## config.mk

```make
export PLATFORM = sky130hd
export DESIGN_NAME = u_recv_hv_sparse_flat
export DESIGN_NICKNAME = d
export VERILOG_FILES = /design/src/rtl/hv_sparse_pkg.sv /design/src/rtl/u_recv_hv_sparse_if.sv /design/src/rtl/u_onehot_to_index.sv /design/src/rtl/u_recv_hv_sparse.sv /design/src/flat_wrapper.sv
export SDC_FILE = /design/constraint.sdc
export NUM_CORES = 1
export LEC_CHECK = 0
export ABC_AREA = 0
export CAP_MARGIN = 20
export CORE_MARGIN = 3
export CORE_UTILIZATION = 35
export CTS_BUF_LIST = sky130_fd_sc_hd__clkbuf_4 sky130_fd_sc_hd__clkbuf_8
export DETAILED_ROUTE_END_ITERATION = 16
export PLACE_DENSITY = 0.62
export SLEW_MARGIN = 20
export SYNTH_ARGS = -nofsm -noshare
export SYNTH_HDL_FRONTEND = slang
export SYNTH_SLANG_ARGS = --single-unit
```

## constraint.sdc

```tcl
create_clock -name clk -period 11 [get_ports clk]
set_input_delay 2.2 -clock clk [delete_from_list [all_inputs] [get_ports clk]]
set_output_delay 2.2 -clock clk [all_outputs]
set_load 0.005 [all_outputs]
```

## src/rtl/hv_sparse_pkg.sv

```systemverilog
// Shared types and helpers for the segmented sparse-hypervector blocks.
//   coll_state_e : collector FSM states
//   idx_width()  : index width for a one-hot segment of a given length
//   slot_lsb()   : lsb of slot k in a packed index-form hypervector
//   dim_ok()     : parameter consistency check (D, segment length, segment count)
package hv_sparse_pkg;

  typedef enum logic [0:0] {
    StIdle    = 1'b0,
    StCollect = 1'b1
  } coll_state_e;

  function automatic int unsigned idx_width(input int unsigned len);
    return $clog2(len);
  endfunction

  function automatic int unsigned slot_lsb(input int unsigned k, input int unsigned w);
    return k * w;
  endfunction

  function automatic bit dim_ok(input int unsigned d, input int unsigned len,
                                input int unsigned nb);
    return (d == len * nb) && (len >= 2) && ((len & (len - 1)) == 0) && (nb >= 2);
  endfunction

endpackage

```

## src/rtl/u_recv_hv_sparse_if.sv

```systemverilog
// Segment stream in, index-form hypervector out, plus status flags.
//   in_sgmnt_valid/segment_hv_input : segment strobe and one-hot data (no backpressure)
//   hv_indices/hv_valid/hv_ready    : assembled vector on valid/ready handshake
//   hv_error                        : presented vector contains a malformed segment
//   bad_segment/overflow            : malformed-segment pulse, sticky dropped-vector flag
// master = producer/consumer side, slave = receiver.
interface u_recv_hv_sparse_if #(
  parameter int unsigned LENGTH_SEGMENT = 32,
  parameter int unsigned NB_OF_SEGMENTS = 32
);
  import hv_sparse_pkg::*;

  localparam int unsigned IDX_W = idx_width(LENGTH_SEGMENT);

  logic                            in_sgmnt_valid;
  logic [LENGTH_SEGMENT-1:0]       segment_hv_input;
  logic [NB_OF_SEGMENTS*IDX_W-1:0] hv_indices;
  logic                            hv_valid;
  logic                            hv_ready;
  logic                            hv_error;
  logic                            bad_segment;
  logic                            overflow;

  modport master (
    output in_sgmnt_valid, segment_hv_input, hv_ready,
    input  hv_indices, hv_valid, hv_error, bad_segment, overflow
  );

  modport slave (
    input  in_sgmnt_valid, segment_hv_input, hv_ready,
    output hv_indices, hv_valid, hv_error, bad_segment, overflow
  );

endinterface

```

## src/rtl/u_onehot_to_index.sv

```systemverilog
// One-hot segment to bit-index encoder (combinational).
//   i_segment  : LENGTH_SEGMENT-bit segment
//   o_index    : position of the set bit (meaningful only when exactly one bit is set)
//   o_is_zero  : no bit set
//   o_is_multi : more than one bit set
module u_onehot_to_index
  import hv_sparse_pkg::*;
#(
  parameter int unsigned LENGTH_SEGMENT = 32,
  localparam int unsigned IDX_W = idx_width(LENGTH_SEGMENT)
) (
  input  logic [LENGTH_SEGMENT-1:0] i_segment,
  output logic [IDX_W-1:0]          o_index,
  output logic                      o_is_zero,
  output logic                      o_is_multi
);

  // OR of the positions of all set bits; exact for a one-hot input.
  always_comb begin
    o_index = '0;
    for (int unsigned i = 0; i < LENGTH_SEGMENT; i++) begin
      if (i_segment[i]) o_index = o_index | IDX_W'(i);
    end
  end

  assign o_is_zero  = ~|i_segment;
  // Clearing the lowest set bit leaves something only if two or more were set.
  assign o_is_multi = |(i_segment & (i_segment - LENGTH_SEGMENT'(1)));

endmodule

```

## src/rtl/u_recv_hv_sparse.sv

```systemverilog
// Receiver for the segmented sparse-hypervector stream.
//   clk        : clock
//   arst_in    : asynchronous active-high reset
//   sync_clear : synchronous resync, drops the partial vector and clears overflow
//   bus        : segment input, double-buffered vector output and status flags
module u_recv_hv_sparse
  import hv_sparse_pkg::*;
#(
  parameter int unsigned D              = 1024,
  parameter int unsigned LENGTH_SEGMENT = 32,
  parameter int unsigned NB_OF_SEGMENTS = 32
) (
  input logic              clk,
  input logic              arst_in,
  input logic              sync_clear,
  u_recv_hv_sparse_if.slave bus
);

  localparam int unsigned IDX_W = idx_width(LENGTH_SEGMENT);
  localparam int unsigned CNT_W = $clog2(NB_OF_SEGMENTS);

  if (!dim_ok(D, LENGTH_SEGMENT, NB_OF_SEGMENTS)) begin : g_param_err
    $error("u_recv_hv_sparse: need D == LENGTH_SEGMENT*NB_OF_SEGMENTS, pow2 segment >= 2");
  end

  coll_state_e                          r_state, w_state_d;
  logic [CNT_W-1:0]                     r_cnt, w_cnt_d;
  logic [NB_OF_SEGMENTS-1:0][IDX_W-1:0] r_slot, w_slot_d;
  logic [NB_OF_SEGMENTS-1:0][IDX_W-1:0] r_out, w_out_d;
  logic r_err, w_err_d;
  logic r_out_err, w_out_err_d;
  logic r_valid, w_valid_d;
  logic r_bad, w_bad_d;
  logic r_ovf, w_ovf_d;

  logic [IDX_W-1:0] w_idx;
  logic w_zero, w_multi, w_seg_bad;
  logic w_accept, w_last, w_drain, w_load;

  u_onehot_to_index #(
    .LENGTH_SEGMENT(LENGTH_SEGMENT)
  ) u_enc (
    .i_segment (bus.segment_hv_input),
    .o_index   (w_idx),
    .o_is_zero (w_zero),
    .o_is_multi(w_multi)
  );

  assign w_seg_bad = w_zero || w_multi;
  // A clear in the same cycle discards the strobe.
  assign w_accept  = bus.in_sgmnt_valid && !sync_clear;
  assign w_last    = w_accept && (r_cnt == CNT_W'(NB_OF_SEGMENTS - 1));
  assign w_drain   = r_valid && bus.hv_ready;
  // Output slot is free if empty or being handed off this very cycle.
  assign w_load    = w_last && (!r_valid || w_drain);

  always_comb begin
    w_state_d = r_state;
    unique case (r_state)
      StIdle:    if (w_accept) w_state_d = StCollect;
      StCollect: if (w_last)   w_state_d = StIdle;
      default:   w_state_d = StIdle;
    endcase
    if (sync_clear) w_state_d = StIdle;
  end

  always_comb begin
    w_cnt_d     = r_cnt;
    w_slot_d    = r_slot;
    w_out_d     = r_out;
    w_err_d     = r_err;
    w_out_err_d = r_out_err;
    w_valid_d   = r_valid;
    w_ovf_d     = r_ovf;
    w_bad_d     = w_accept && w_seg_bad;

    if (w_drain) w_valid_d = 1'b0;

    if (sync_clear) begin
      w_cnt_d = '0;
      w_err_d = 1'b0;
      w_ovf_d = 1'b0;
    end else if (w_accept) begin
      w_slot_d[r_cnt] = w_seg_bad ? '0 : w_idx;
      if (w_last) begin
        w_cnt_d = '0;
        w_err_d = 1'b0;
        if (w_load) begin
          w_out_d     = w_slot_d;
          w_out_err_d = r_err || w_seg_bad;
          w_valid_d   = 1'b1;
        end else begin
          w_ovf_d = 1'b1;
        end
      end else begin
        w_cnt_d = r_cnt + CNT_W'(1);
        w_err_d = r_err || w_seg_bad;
      end
    end
  end

  always_ff @(posedge clk or posedge arst_in) begin
    if (arst_in) begin
      r_state   <= StIdle;
      r_cnt     <= '0;
      r_slot    <= '0;
      r_out     <= '0;
      r_err     <= 1'b0;
      r_out_err <= 1'b0;
      r_valid   <= 1'b0;
      r_bad     <= 1'b0;
      r_ovf     <= 1'b0;
    end else begin
      r_state   <= w_state_d;
      r_cnt     <= w_cnt_d;
      r_slot    <= w_slot_d;
      r_out     <= w_out_d;
      r_err     <= w_err_d;
      r_out_err <= w_out_err_d;
      r_valid   <= w_valid_d;
      r_bad     <= w_bad_d;
      r_ovf     <= w_ovf_d;
    end
  end

  assign bus.hv_indices  = r_out;
  assign bus.hv_valid    = r_valid;
  assign bus.hv_error    = r_out_err;
  assign bus.bad_segment = r_bad;
  assign bus.overflow    = r_ovf;

endmodule

```

## src/flat_wrapper.sv

```systemverilog
// flat-port wrapper written by rule: the top's interface ports become plain ports
module u_recv_hv_sparse_flat import hv_sparse_pkg::*;
#(
  parameter int unsigned D              = 1024,
  parameter int unsigned LENGTH_SEGMENT = 32,
  parameter int unsigned NB_OF_SEGMENTS = 32
)
  (clk, arst_in, sync_clear, bus_in_sgmnt_valid, bus_segment_hv_input, bus_hv_ready, bus_hv_indices, bus_hv_valid, bus_hv_error, bus_bad_segment, bus_overflow);
  u_recv_hv_sparse_if #(.LENGTH_SEGMENT(LENGTH_SEGMENT), .NB_OF_SEGMENTS(NB_OF_SEGMENTS)) bus_i ();
  input logic clk;
  input logic arst_in;
  input logic sync_clear;
  input wire logic [$bits(bus_i.in_sgmnt_valid)-1:0] bus_in_sgmnt_valid;
  input wire logic [$bits(bus_i.segment_hv_input)-1:0] bus_segment_hv_input;
  input wire logic [$bits(bus_i.hv_ready)-1:0] bus_hv_ready;
  output wire logic [$bits(bus_i.hv_indices)-1:0] bus_hv_indices;
  output wire logic [$bits(bus_i.hv_valid)-1:0] bus_hv_valid;
  output wire logic [$bits(bus_i.hv_error)-1:0] bus_hv_error;
  output wire logic [$bits(bus_i.bad_segment)-1:0] bus_bad_segment;
  output wire logic [$bits(bus_i.overflow)-1:0] bus_overflow;
  assign bus_i.in_sgmnt_valid = bus_in_sgmnt_valid;
  assign bus_i.segment_hv_input = bus_segment_hv_input;
  assign bus_i.hv_ready = bus_hv_ready;
  assign bus_hv_indices = bus_i.hv_indices;
  assign bus_hv_valid = bus_i.hv_valid;
  assign bus_hv_error = bus_i.hv_error;
  assign bus_bad_segment = bus_i.bad_segment;
  assign bus_overflow = bus_i.overflow;
  u_recv_hv_sparse #(.D(D), .LENGTH_SEGMENT(LENGTH_SEGMENT), .NB_OF_SEGMENTS(NB_OF_SEGMENTS)) u_core (.clk(clk), .arst_in(arst_in), .sync_clear(sync_clear), .bus(bus_i));
endmodule
```

==> summary.md <==
| Metric | Value |
|---|---|
| Post-Syn Instances | 1,482 |
| Worst vdd ir | 0.07101 mV |
| Synth cell types | 48 |
| Routability cong. | 0.8524 |
| Hold_sp | u_core.r_slot[133]$_DFFE_PP0P_ |
| Initial antenna violation count | 2 |
| Clock skew | 0.01518 ns |
| Gr usage total | 0.1997 |
| Core box area | 39,100 µm² |
| WS Path Type | in -> reg |
| Flops & latches, synth | 330 |
| Slew Viols, Final | 0 |
| Startpoint types | input port |
| Hold Crit Class | reg -> reg |
| Antenna-violating nets left | 0 |
| Largest cells by area after synthesis | dfrtp_1 59%, o21ai_0 12%, and3_1 6.7% |
| Register area share after synthesis | 0.5884 |
| Total global routing overflow | 0 |
| CTS max path bufs | 3 |
| Layout area overhead | 26.30% |
| Period utilization | 0.4999 |
| P per Cell Area | 137.7 nW/µm² |
| Reg2reg end | u_core.bus.hv_indices[124]$_DFFE_PP0P_ |
| Final setup fails | 0 |
| Initial drt markers | 661 |
| Post-cts resize count | 0 |
| Antenna cells | 0 |
| Mapped Nets | 1,524 |
| Crit path DAT | 5.99 ns |
| Leakage | just under 0.008 µW |
| Crit path time final | roughly 5.5 ns |
| Async SR Flop Fraction | 1.000 |
| Max-slew headroom | 0.3473 |
| RSZ-0062 raised after global routing | no |
| Hold_buf cts | 0 |
| Post-CTS Setup Repair Bufs | 0 |
| Final Core Density | 0.4534 |
| Predominant post-synthesis flop cell | dfrtp_1 |
| Fin. Hold Viols | 0 |
| Nets | 1,716 |
| H-tree depth | 2 |
| Hold Path Cell Cnt | 2 |
| Clock sinks | 330 |
| Cell taking the most area after synthesis | dfrtp_1 |
| I/O pin cnt | 201 |
| Ratio of cells with drive above 1 in the final layout | 0.07418 |
| Detailed-route via count | 11,790 |
| Placed inst area | 16,540 µm² |
| Post-DP HPWL | 27,230 µm |
| Reg-to-reg setup timing slack | 7.20 ns |
| IO Port Bufs | 200 |
| Status | completed |
| Crit path to | u_core.bus.hv_indices[72]$_DFFE_PP0P_ |
| Yosys top cell area share | 0.5884 |
| Remaining DRCs | 0 |
| Crit Path Max Fanout | 64 |
| First-pass GRT wire length | 66,800 µm |
| Post-Route WL | 42,840 µm |
| Clock root buffer master | clkbuf_8 |
| Largest net degree at the start of global routing | 163 |
| Synth Warn # | 0 |
| TritonCTS clock tree | done |
| Top cells by count, synth | 330 x dfrtp_1, 323 x o21ai_0, 249 x nand2_1 |
| Syn Area/Cell | 9.470 µm² |
| F_max | 181.9 MHz |
| Worst Tran Pin Value | just under 1 ns |
| Num rows | 72 |
| Number of synthesized flops with an enable pin | 0 |
| Final setup TNS | 0 ns |
| Die ar. | 42,540 µm² |
| Top-count cell post-synth | dfrtp_1 |
| DR vias/cell | about 5.3 |
| Worst-path clk slew | 0.06 ns |
| Max Cap Viol | 0 |
| Final hold slack | 0.4677 ns |
| Worst-case reg-to-reg path depth | 9 |
| Initial Util | 0.3590 |
| Worst R2R Start | u_core.r_cnt[0]$_DFFE_PP0P_ |
| Total chip power | ~2400 µW |
| Syn Std Cell Area | 14,030 µm² |
| Die Height | 206.2 µm |
| Cts bufs inserted | 56 |
| Pre-antenna DRT Iters | 5 |
| Crit path from | bus_segment_hv_input[9] |
| Finished layout cell area | between 15,000 and 20,000 µm² |
| Worst Setup End Kind | flip-flop |
| Clk_lat worst skew | 0.58 ns |
| Avg WL per Cell | 19.21 µm |
| Die W | 206.2 µm |
| WP data required | roughly 11 ns |
| Number of global-route vias before repair | 11,620 |
[stage by stage]
step / std cells / worst slack [ns]
after CTS: 2230 / 5.580
after floorplan: 1482 / 4.393
final: 2230 / 5.502
after detailed placement: 2134 / 4.942
after global routing: 2230 / 5.195
after global placement: 2134 / 5.189
[placed cells by master, fill, tap and decap left out, types with 4 or more instances in the layout]
master,Yosys,layout
dfrtp_1,330,330
o21ai_0,323,323
nand2_1,249,249
clkdlybuf4s50_1,0,200
a21oi_1,160,160
and3_1,151,151
clkbuf_8,0,73
nor2_1,44,43
nand3_1,19,19
nor3_1,17,16
clkbuf_4,0,16
buf_4,0,15
nor2b_1,12,12
nor4_1,11,11
a22oi_1,11,11
nand2b_1,8,8
nand4_1,7,7
ha_1,5,5
or4_1,4,4
o31ai_1,4,4
inv_1,5,4
clkinv_2,0,4
[state kept, by name, indices dropped and copies added, names as in the netlist]
register and count:
u_core.bus.bad_segment 1, u_core.bus.hv_error 1, u_core.bus.hv_indices 160, u_core.bus.hv_valid 1, u_core.bus.overflow 1, u_core.r_cnt 5, u_core.r_err 1, u_core.r_slot 160
[worst min path at each step]
stage	to
final	u_core.r_slot[133]$_DFFE_PP0P_
after global routing	u_core.r_slot[119]$_DFFE_PP0P_
after CTS	u_core.r_slot[118]$_DFFE_PP0P_
after detailed placement	u_core.r_slot[63]$_DFFE_PP0P_
after global placement	u_core.r_slot[93]$_DFFE_PP0P_
after floorplan	u_core.r_slot[0]$_DFFE_PP0P_
[per-layer routing]
| metal | track usage | share of wire |
|---|---|---|
| met1 | 0.2731 | 0.45 |
| met2 | 0.3192 | 0.46 |
| met3 | 0.04473 | 0.058 |
| met4 | 0.06012 | 0.027 |
| met5 | 0 | 0.00054 |
[cell families after synthesis]
logic type / Yosys count / synth area share
compound gates: 520 / 0.1940
fa+ha+maj: 6 / 0.005171
buf+inv: 88 / 0.02478
flops: 330 / 0.5884
mux: 2 / 0.001426
simple gates: 536 / 0.1862
[report_power, final]
| group | internal (µW) | switching (µW) |
|---|---|---|
| Clock | 665 | 482 |
| Combinational | 21.5 | 55.9 |
| Sequential | 1220 | 1.09 |
[area by class of cell]
| cell class | instances | area, µm² |
|---|---|---|
| multi-input cells | 1064 | 5469 |
| well taps | 518 | 648.1 |
| inverters | 6 | 26.28 |
| repair buffers | 216 | 2135 |
| flip-flops and latches | 330 | 8258 |
| clock inverters | 7 | 65.06 |
| fillers | 3774 | 21370 |
| clock buffers | 89 | 1125 |
[worst max-delay path: stages]
cell and delay (ns):
clkdlybuf4s50_1 0.50, nor4_1 0.61, nand2_1 0.30, nor4_1 0.56
a21boi_0 0.28, nor4_4 0.62, o311ai_4 0.19, buf_4 0.40
o21ai_0 0.28
(Power assumes the default switching activity.)
